--- config.mk ---
export PLATFORM = sky130hd
export DESIGN_NAME = serial_subtractor
export DESIGN_NICKNAME = d
export VERILOG_FILES = /design/src/rtl/serial_subtractor.sv
export SDC_FILE = /design/constraint.sdc
export NUM_CORES = 1
export LEC_CHECK = 0
export BUFFER_PORTS_ARGS = -buffer_cell sky130_fd_sc_hd__buf_2
export CORE_MARGIN = 2
export CORE_UTILIZATION = 45
export CTS_CLUSTER_DIAMETER = 120
export DETAILED_ROUTE_END_ITERATION = 12
export HOLD_SLACK_MARGIN = 0.03
export PLACE_DENSITY = 0.67
export SLEW_MARGIN = 5
export SYNTH_ARGS = -nofsm -noshare
export SYNTH_HDL_FRONTEND = slang
export SYNTH_SLANG_ARGS = --single-unit
--- constraint.sdc ---
create_clock -name clk -period 3.7 [get_ports clk]
set_input_delay 0.74 -clock clk [delete_from_list [all_inputs] [get_ports clk]]
set_output_delay 0.74 -clock clk [all_outputs]
set_load 0.005 [all_outputs]
--- src/rtl/serial_subtractor.sv ---
// Bit-serial two's-complement subtractor: diff = a - b - bin, one bit per clock, LSB first.
// Results and flags are registered at the done edge and held until the next completed operation.
module serial_subtractor #(
    parameter int WIDTH = 4
) (
    input  logic             clk,
    input  logic             rst,
    input  logic             start,
    input  logic [WIDTH-1:0] a,
    input  logic [WIDTH-1:0] b,
    input  logic             bin,
    output logic             busy,
    output logic             done,
    output logic [WIDTH-1:0] diff,
    output logic             bout,
    output logic             ovf,
    output logic             zero
);

    // state | meaning
    // IDLE  | waiting for start; result registers hold the last completed operation
    // RUN   | one full-subtractor step per clock, bit idx of the latched operands
    // DONE  | done pulse cycle; returns to IDLE unconditionally
    typedef enum logic [1:0] {
        IDLE = 2'd0,
        RUN  = 2'd1,
        DONE = 2'd2
    } state_t;

    localparam int IDXW = (WIDTH > 1) ? $clog2(WIDTH) : 1;
    localparam logic [IDXW-1:0] IDX_LAST = IDXW'(WIDTH - 1);
    localparam logic [IDXW-1:0] IDX_ONE  = IDXW'(1);

    state_t state_q;
    state_t state_d;

    logic [WIDTH-1:0] a_sh;
    logic [WIDTH-1:0] b_sh;
    logic [WIDTH-1:0] shadow;
    logic [IDXW-1:0]  idx;
    logic             br;
    logic             a_msb;
    logic             b_msb;

    logic             d_bit;
    logic             br_next;
    logic [WIDTH-1:0] shadow_next;
    logic             last_bit;

    assign busy     = (state_q != IDLE);
    assign last_bit = (idx == IDX_LAST);

    always_comb begin
        d_bit       = a_sh[0] ^ b_sh[0] ^ br;
        br_next     = (~a_sh[0] & b_sh[0]) | (~(a_sh[0] ^ b_sh[0]) & br);
        shadow_next = {d_bit, shadow[WIDTH-1:1]};
    end

    always_ff @(posedge clk) begin
        if (rst) begin
            state_q <= IDLE;
        end else begin
            state_q <= state_d;
        end
    end

    always_comb begin
        state_d = state_q;
        case (state_q)
            IDLE:    if (start) state_d = RUN;
            RUN:     if (last_bit) state_d = DONE;
            DONE:    state_d = IDLE;
            default: state_d = IDLE;
        endcase
    end

    always_ff @(posedge clk) begin
        if (rst) begin
            a_sh   <= '0;
            b_sh   <= '0;
            shadow <= '0;
            idx    <= '0;
            br     <= 1'b0;
            a_msb  <= 1'b0;
            b_msb  <= 1'b0;
            done   <= 1'b0;
            diff   <= '0;
            bout   <= 1'b0;
            ovf    <= 1'b0;
            zero   <= 1'b0;
        end else begin
            case (state_q)
                IDLE: begin
                    if (start) begin
                        a_sh   <= a;
                        b_sh   <= b;
                        br     <= bin;
                        idx    <= '0;
                        shadow <= '0;
                        a_msb  <= a[WIDTH-1];
                        b_msb  <= b[WIDTH-1];
                    end
                end
                RUN: begin
                    a_sh   <= a_sh >> 1;
                    b_sh   <= b_sh >> 1;
                    shadow <= shadow_next;
                    br     <= br_next;
                    idx    <= idx + IDX_ONE;
                    // The final step's cell outputs go straight into the result registers.
                    if (last_bit) begin
                        diff <= shadow_next;
                        bout <= br_next;
                        zero <= (shadow_next == '0);
                        ovf  <= (a_msb != b_msb) && (shadow_next[WIDTH-1] != a_msb);
                        done <= 1'b1;
                    end
                end
                DONE: begin
                    done <= 1'b0;
                end
                default: begin
                    done <= 1'b0;
                end
            endcase
        end
    end

endmodule

==> results of run 1 <==
through the flow:
step           utilization (%)  total power [mW]  std cells  instance area (um2)
2_1_floorplan                -             0.362        113                 1150
3_5_place_dp              49.6             0.377        155                 1220
4_1_cts                   51.8             0.569        159                 1270
5_1_grt                   51.8             0.588        159                 1270
3_3_place_gp              49.6             0.374        155                 1220
6_report                  51.8             0.564        159                 1270
final timing paths:
kind	endpoint	from	cells after the start
setup / recovery	busy	state_q[0]$_SDFFE_PP0P_	2
hold / removal	zero$_SDFFE_PP0P_	zero$_SDFFE_PP0P_	2
setup reg to reg	ovf$_SDFFE_PP0P_	b_sh[0]$_SDFFE_PP0P_	4
hold reg to reg	zero$_SDFFE_PP0P_	zero$_SDFFE_PP0P_	2
cells by family after synthesis:
kind of cell | count (synthesis) | share of synthesized area [%]
AOI/OAI and AO/OA | 24 | 17.7
and+or+nand+nor | 40 | 18.7
buffers and inverters | 11 | 6.66
muxes | 10 | 8.73
DFF | 26 | 45.4
adders and majority gates | 2 | 2.84
critical path, delay by kind of cell, from the launching register on:
kind                   cells  cell delay, ps
DFF                        1             820
buffers and inverters      1             100
and+or+nand+nor            1             220
per-layer routing:
metal	global-route usage [%]	part of all wire, %
met1	19.8	48
met2	24.7	48
met3	3.01	3.8
met4	5.00	0.62
met5	0	0
registers in the layout (all words and copies together), names as in the netlist:
name,count
diff,4
bout,1
zero,1
b_msb,1
a_msb,1
done,1
shadow,3
idx,2
b_sh,4
state_q,2
br,1
ovf,1
a_sh,4
power breakdown:
group	total (mW)	switching (mW)	internal [mW]
Clock	0.195	0.0851	0.109
Sequential	0.305	0.0121	0.293
Combinational	0.0647	0.0335	0.0311
Total	0.564	0.131	0.433
cell type report:
cell class | count | area share [%]
well taps | 30 | 2.95
inverters | 3 | 0.886
multi-input cells | 76 | 43.2
flip-flops and latches | 26 | 40.9
clock inverters | 1 | 2.36
repair buffers | 20 | 7.87
clock buffers | 3 | 1.77
cells in the mapped netlist:
| cell type | count |
|---|---|
| dfxtp_1 | 26 |
| nor2_1 | 12 |
| nand2_1 | 11 |
| mux2i_1 | 10 |
| a21oi_1 | 7 |
| a22oi_1 | 6 |
| nor2_2 | 6 |
| a211oi_1 | 4 |
| a211oi_2 | 4 |
| buf_6 | 4 |
| inv_1 | 3 |
| nand3b_1 | 2 |
| or3b_1 | 2 |
| a311oi_2 | 1 |
| and3b_1 | 1 |
| buf_1 | 1 |
| buf_2 | 1 |
| buf_4 | 1 |
| clkbuf_1 | 1 |
| fa_1 | 1 |
| ha_1 | 1 |
| nand2b_1 | 1 |
| nor2b_1 | 1 |
| nor3_1 | 1 |
| nor3b_4 | 1 |
| nor4_1 | 1 |
| o21ba_4 | 1 |
| o21bai_2 | 1 |
| or2_2 | 1 |
==> results.md, run 1 <==
* Initial DRC Count at 5
* Hold Worst Slack at between 400 and 500 ps
* Critical Path End Type: output port
* Outcome: finished, final reports clean
* Layout net count at 144
* Yosys warns at 0
* CTS tree: built
* Slowest CP cell: dfxtp_1
* DIE WIDTH at between 50 and 60 um
* Worst skew pair latency at approximately 320 ps
* GPL Wtd Cong at 0.723
* Post-synthesis net count at about 130
* VDD IR max at between 0.2 and 0.3 mV
* WL final at 1.95 mm
* Yosys top cell by area: dfxtp_1
* CP Launch Type: flip-flop
* Tcrit/Tclk final at around three fifths
* Post-Syn Area at approximately 1100 um2
* Largest stage delay on the critical path at 820 ps
* Synth Instances at ~110
* Initial antenna violation count at 0
* Avg Inst Size Synth at a little over 10 um2
* Via count at slightly above 800
* GRT Total Usage at 15.1%
* Fin. max-slew vios at 0
* Yosys reg bits at 26
* Max clock buf depth at 2
* Setup Viol. Count Final at 0
* Reg2reg setup slack at 1960 ps
* Hold Vio Cnt, Final at 0
* DRC viols at 0
* RSZ-0062 raised after global routing: no
* Antenna Nets Post-Route at 0
* Sequential standard cell area at between 500 and 600 um2
* CP required at between 2000 and 3000 ps
* Detailed Routing Iterations Pass 1 at 4
* Final worst slack at about 1500 ps
* Synth area leaders: dfxtp_1 45%, mux2i_1 8.7%, a211oi_2 4.4%, a22oi_1 3.9%, buf_6 3.9%
* Antenna Cells at 0
* Share of the synthesized area in the top cell type at approximately 45%
* Sequential fraction of the synthesis area at a little under half
* Clock sinks at 26
* DIE AREA at between 2000 and 3000 um2
* Effective utilization at floorplan at 46.7%
* Commonest non-fill, non-tap cell in the layout: dfxtp_1
* Clock skew at 4.76 ps
* Grt ovf at 0
* Post-Place Worst Slack at approximately 1900 ps
* Root Driver: clkbuf_4
* Fin crit period at 2200 ps
* Post-CTS Hold Fix Bufs at 0
* Port Buffers at 20
* Cell Pwr Density at between 400 and 500 nW/um2
* Worst setup path category: reg2out
* Resize count post-CTS at 0
* Fillers at 231
* Max-cap violations at 0
* Post-CTS Setup Bufs at 0
* Setup TNS at 0 ps
* Worst Path Max Fanout at 16
* Max Freq at 0.454 GHz
* Yosys cell types at 29
* Layout area overhead at 10.9%
* Hold Path Class: reg2reg
* Row count at 18
* CP arrival at around 1500 ps
* Placeable Area at 2450 um2
* Lkg Pwr at ~0.5 nW
* Final HPWL DP at around 1.4 mm
* H-tree Lvls at 1
* Die Height at approximately 54 um
* Clock-pin slew on the worst setup and hold paths at 140 ps
* Largest net degree at the start of global routing at 27
* Routed length per instance at approximately 12 um
* Max_slew headroom at between 50% and 60%
* Routed vias/inst at ~5.1
* Crit-path cells: or2_2 > buf_2
* Measured slew at the worst slew-check pin at around 730 ps
* IO Pins at 21
* Vias in the first global route at ~700
* Commonest non-fill, non-tap cells in the layout: 26 x dfxtp_1, 20 x buf_2, 12 x nor2_1
* First-pass GRT wire length at around 3.2 mm
* Layout cells sized above 1 at between 30% and 40%
* Clock buffer count from CTS at 3
* Multi-input combinational cell area at approximately 550 um2
Power figures use the tool's default switching activity.
==> run 2: changes to the inputs <==
--- a/config.mk
+++ b/config.mk
@@ -11,7 +11,7 @@
 export CTS_CLUSTER_DIAMETER = 120
 export DETAILED_ROUTE_END_ITERATION = 12
 export HOLD_SLACK_MARGIN = 0.03
-export PLACE_DENSITY = 0.67
+export PLACE_DENSITY = 0.69
 export SLEW_MARGIN = 5
 export SYNTH_ARGS = -nofsm -noshare
 export SYNTH_HDL_FRONTEND = slang
==> constraint.sdc (replaced) <==
create_clock -name clk -period 1.8 [get_ports clk]
set_input_delay 0.36 -clock clk [delete_from_list [all_inputs] [get_ports clk]]
set_output_delay 0.36 -clock clk [all_outputs]
set_load 0.005 [all_outputs]
==> run 2 against run 1 <==
Sequential share of layout area is 0.28 points higher. Clock power is 49% higher. Die area stayed put. Register-to-register slack worse by 1800 ps. Clock skew is 2.1 ps lower. Utilization is 0.36 points lower. Critical path depth is 2 higher. Via count is 1.2% higher. Worst setup slack worse by 1400 ps. Final area is 0.69% lower. Global-route usage is 0.84 points higher. Sequential cell count stayed put.
==> results.md, run 2 (same netlist as run 1, synthesis figures left out) <==
* NetSw at roughly 260 uW
* Reg2reg setup slack at approximately 130 ps
* Resize count post-CTS at 0
* Setup TNS at 0 ps
* Slowest CP cell: fa_1
* Hold Vio Cnt, Final at 0
* GPL Wtd Cong at ~0.8
* Effective utilization at floorplan at between 40% and 50%
* Lkg Pwr at 0.512 nW
* Cell Pwr Density at between 800 and 900 nW/um2
* Row count at 18
* IO Pins at 21
* Tcrit/Tclk final at 93.0%
* Max Freq at ~0.60 GHz
* Fin. max-slew vios at 0
* Largest regs: a_sh (4), b_sh (4), diff (4)
* Worst setup path category: reg2reg
* Clock skew at approximately 2.7 ps
* Layout net count at between 100 and 150
* Initial antenna violation count at 0
* Power share of the sequential group at 59.3%
* Internal Power at roughly 790 uW
* Antenna Nets Post-Route at 0
* Die Height at about 54 um
* Initial DRC Count at 16
* Clock power share at 27.6%
* CP Launch Type: flip-flop
* Fin crit period at between 1500 and 2000 ps
* Crit path depth at 4
* Crit-path cells: inv_1 > fa_1 > or3b_1 > a311oi_2
* Root Driver: clkbuf_4
* Routed vias/inst at between 5 and 6
* Post-CTS Setup Bufs at 0
* Largest stage delay on the critical path at 530 ps
* Worst path bufs/invs at 1
* First-pass GRT wire length at roughly 3.4 mm
* Reg2reg path depth at 4
* Fillers at 235
* DIE WIDTH at between 50 and 60 um
* Commonest non-fill, non-tap cell in the layout: dfxtp_1
* Measured slew at the worst slew-check pin at between 500 and 600 ps
* CP required at 2040 ps
* Combinational power share at about an eighth
* RSZ-0062 raised after global routing: no
* Critical Path End Type: flip-flop
* Fin util at between 50 and 60%
* Port Buffers at 20
* Max_slew headroom at approximately 66%
* Vias in the first global route at approximately 730
* DRC viols at 0
* Post-Place Worst Slack at ~170 ps
* Clock-pin slew on the worst setup and hold paths at approximately 130 ps
* Antenna Cells at 0
* Routed length per instance at between 10 and 15 um
* WL final at ~2 mm
* Outcome: finished, final reports clean
* Grt ovf at 0
* Commonest non-fill, non-tap cells in the layout: 26 x dfxtp_1, 20 x buf_2, 12 x nor2_1
* Hold Path Class: in2reg
* H-tree Lvls at 1
* Setup Viol. Count Final at 0
* Max clock buf depth at 2
* Post-CTS Hold Fix Bufs at 0
* VDD IR max at between 0.6 and 0.7 mV
* Clock buffer count from CTS at 3
* Final worst slack at between 100 and 150 ps
* Worst skew pair latency at around 320 ps
* DIE AREA at around 3000 um2
* GRT Total Usage at between 10% and 20%
* Via count at approximately 830
* Sequential standard cell area at ~520 um2
* Layout area overhead at 10.2%
* Final HPWL DP at about 1.5 mm
* Max-cap violations at 0
* Multi-input combinational cell area at approximately 550 um2
* CP top delay family: adder cells
* Worst hold path stage count at 3
* Clock sinks at 26
* Layout cells sized above 1 at between 30% and 40%
* Detailed Routing Iterations Pass 1 at 4
* CTS tree: built
* Largest net degree at the start of global routing at 27
* Worst Path Max Fanout at 5
* Placeable Area at about 2500 um2
* Switching part of the total at 24.8%
* CP arrival at around 1900 ps
-- run 2: cell types whose count changed in the layout (fill, tap and decap cells not counted), sizes merged --
| cell | delta |
|---|---|
| clkbuf | +1 |
| bufinv | -1 |
| buf | +1 |
-- run 2: area by class of cell --
cell class                 instances  share of cell area (%)
tap                               30                    2.97
inverter                           3                   0.892
multi-input combinational         76                    43.5
sequential                        26                    41.2
timing repair buffer              21                    8.52
clock buffer                       4                    2.87
-- run 2: stage by stage --
stage,instance area (um2),cells,power (mW),hold slack (ps)
2_1_floorplan,1150,113,0.744,445
3_3_place_gp,1230,156,0.768,443
3_5_place_dp,1230,156,0.774,449
4_1_cts,1260,160,1.06,288
5_1_grt,1260,160,1.10,305
6_report,1260,160,1.05,288
-- run 2: final timing paths --
check	from	to
worst max register to register	b_sh[0]$_SDFFE_PP0P_	ovf$_SDFFE_PP0P_
worst min-delay path	b[3]	b_msb$_SDFFE_PP0P_
worst min register to register	zero$_SDFFE_PP0P_	zero$_SDFFE_PP0P_
worst max-delay path	b_sh[0]$_SDFFE_PP0P_	ovf$_SDFFE_PP0P_
-- run 2: power groups by stage --
stage / registers, mW / logic (mW) / clock network (mW)
after floorplan: 0.626 / 0.118 / 0
after global placement: 0.634 / 0.133 / 0
after detailed placement: 0.636 / 0.138 / 0
after CTS: 0.623 / 0.140 / 0.301
after global routing: 0.627 / 0.157 / 0.320
final: 0.623 / 0.139 / 0.290
-- run 2: tightest hold or removal path, cell delays in order --
cell and delay, ps:
buf_2 90, mux2i_1 60, nor2_1 70
-- run 2: routing by layer --
layer,GRT usage (%),vias up,wire length [um]
li1,-,429,-
met1,21.5,380,1030
met2,25.5,16,869
met3,4.92,2,74
met4,2.50,0,15
met5,0,-,0
==> run 3: changes to the inputs <==
--- a/config.mk
+++ b/config.mk
@@ -6,12 +6,14 @@
 export NUM_CORES = 1
 export LEC_CHECK = 0
 export BUFFER_PORTS_ARGS = -buffer_cell sky130_fd_sc_hd__buf_2
+export CELL_PAD_IN_SITES_DETAIL_PLACEMENT = 0
+export CELL_PAD_IN_SITES_GLOBAL_PLACEMENT = 2
 export CORE_MARGIN = 2
-export CORE_UTILIZATION = 45
+export CORE_UTILIZATION = 30
 export CTS_CLUSTER_DIAMETER = 120
 export DETAILED_ROUTE_END_ITERATION = 12
 export HOLD_SLACK_MARGIN = 0.03
-export PLACE_DENSITY = 0.69
+export PLACE_DENSITY_LB_ADDON = 0.1
 export SLEW_MARGIN = 5
 export SYNTH_ARGS = -nofsm -noshare
 export SYNTH_HDL_FRONTEND = slang
==> run 3 against run 2 <==
Sequential cell count stayed put. Largest cell class unchanged. Highest routed layer unchanged. Final area is 3.9% higher. Critical endpoint is now zero$_SDFFE_PP0P_. Utilization is 16 points lower.
==> results.md, run 3 (same netlist as run 1, synthesis figures left out) <==
* Outcome: finished, final reports clean
* CTS tree: built
* Worst path bufs/invs at 2
* Fin. max-slew vios at 0
* NetSw at approximately 280 uW
* Largest regs: a_sh (4), b_sh (4), diff (4)
* Worst hold path stage count at 3
* Max_slew headroom at ~64%
* Layout cells sized above 1 at a little under a third
* Hold Vio Cnt, Final at 0
* Power share of the sequential group at approximately 54%
* CP required at approximately 2000 ps
* Cell Pwr Density at about 870 nW/um2
* Post-route cell area at around 1300 um2
* Initial antenna violation count at 0
* Reg2reg path depth at 6
* Measured slew at the worst slew-check pin at ~540 ps
* Min-Delay Startpoint: b[3]
* Resize count post-CTS at 0
* VDD IR max at approximately 0.33 mV
* Combinational power share at between 10 and 15%
* Largest stage delay on the critical path at roughly 460 ps
* Post-CTS Setup Bufs at 0
* Placeable Area at ~3700 um2
* Reg2reg start: b_sh[0]$_SDFFE_PP0P_
* DIE WIDTH at between 60 and 70 um
* Vias in the first global route at about 830
* Via count at ~830
* Row count at 22
* Initial DRC Count at 46
* Lkg Pwr at approximately 0.52 nW
* Port Buffers at 20
* GRT Total Usage at 12.1%
* DIE AREA at 4330 um2
* CP top delay family: adder cells
* Worst setup path category: reg2reg
* Fin crit period at around 1600 ps
* First-pass GRT wire length at about 4 mm
* Reg2reg setup slack at approximately 240 ps
* Commonest non-fill, non-tap cells in the layout: 26 x dfxtp_1, 20 x buf_2, 12 x nor2_1
* Detailed Routing Iterations Pass 1 at 4
* Commonest non-fill, non-tap cell in the layout: dfxtp_1
* Die Height at about 66 um
* Reg2reg end: zero$_SDFFE_PP0P_
* Clock skew at roughly 1.8 ps
* Crit path from: b_sh[0]$_SDFFE_PP0P_
* Crit-path cells: inv_1 > fa_1 > buf_4 > nor4_1 > nand2_1 > a21oi_1
* Largest net degree at the start of global routing at 27
* Fillers at between 300 and 400
* Max clock buf depth at 2
* Routed vias/inst at roughly 4.7
* Layout area overhead at 14.4%
* Worst skew pair latency at about 270 ps
* Clock power share at between 30% and 40%
* Fin util at 35.8%
* Grt ovf at 0
* WL final at between 2 and 2.5 mm
* Routed length per instance at ~13 um
* Setup TNS at 0 ps
* Antenna Cells at 0
* Overall Power at 1.15 mW
* Final HPWL DP at 1.63 mm
* Internal Power at 867 uW
* Slowest CP cell: fa_1
* GPL Wtd Cong at approximately 0.77
* Antenna Nets Post-Route at 0
* Layout net count at about 150
* DRC viols at 0
* Hold EP: b_msb$_SDFFE_PP0P_
* Critical Path End Type: flip-flop
* RSZ-0062 raised after global routing: no
* CP arrival at approximately 1800 ps
* Max Freq at about 0.64 GHz
* Effective utilization at floorplan at about 31%
* Root Driver: clkbuf_8
* Clock sinks at 26
* Worst Path Max Fanout at 4
* Setup Viol. Count Final at 0
* Placed inst area at ~1300 um2
* Tcrit/Tclk final at approximately 87%
* Hold Path Class: in2reg
* Switching part of the total at 24.4%
* Clock-pin slew on the worst setup and hold paths at around 90 ps
* IO Pins at 21
* CP Launch Type: flip-flop
* H-tree Lvls at 1
* Max-cap violations at 0
* Clock buffer count from CTS at 3
* Post-CTS Hold Fix Bufs at 0
==> run 3: changes by cell type in the layout (fill, tap and decap cells not counted), sizes merged <==
cell,delta
buf,+1
==> run 3: metrics by stage <==
step	hold WS, ps	std cells	worst slack [ps]
2_1_floorplan	445	113	240
3_3_place_gp	443	175	267
3_5_place_dp	446	175	234
4_1_cts	339	179	235
5_1_grt	365	179	132
6_report	339	179	237
==> run 3: layer usage <==
metal / track usage, % / routed length [um] / vias to the layer above
met3: 2.73 / 86 / 4
met1: 17.6 / 1170 / 387
li1: - / - / 427
met2: 17.3 / 963 / 16
met5: 0 / 0 / -
met4: 4.69 / 38 / 0
==> run 3: power by group through the flow <==
stage                     Clock [mW]  Combinational, mW  Sequential [mW]
final                          0.379              0.145            0.623
after global routing           0.428              0.166            0.627
after CTS                      0.396              0.148            0.623
after detailed placement           0              0.148            0.636
after global placement             0              0.147            0.636
after floorplan                    0              0.118            0.626
==> run 3: layout make-up <==
type / count / area (um2) / share of cell area [%]
Clock buffer: 4 / 55.1 / 4.20
Inverter: 3 / 11.3 / 0.859
Multi-Input combinational cell: 76 / 549 / 41.9
Sequential cell: 26 / 520 / 39.7
Tap cell: 48 / 60.1 / 4.58
Timing Repair Buffer: 22 / 115 / 8.78
==> run 3: worst min-delay path: cells and delay by family <==
family | cells | cell delay, ps
multiplexers | 1 | 60
buffers and inverters | 1 | 90
AND/OR/NAND/NOR | 1 | 70
==> run 3: how the worst max path moves through the flow <==
stage                     depth (start not counted)                 to  slack (ps)
after floorplan                                   4   ovf$_SDFFE_PP0P_         240
after global placement                            6  zero$_SDFFE_PP0P_         270
after detailed placement                          4   ovf$_SDFFE_PP0P_         230
after CTS                                         4   ovf$_SDFFE_PP0P_         240
after global routing                              4   ovf$_SDFFE_PP0P_         130
final                                             6  zero$_SDFFE_PP0P_         240
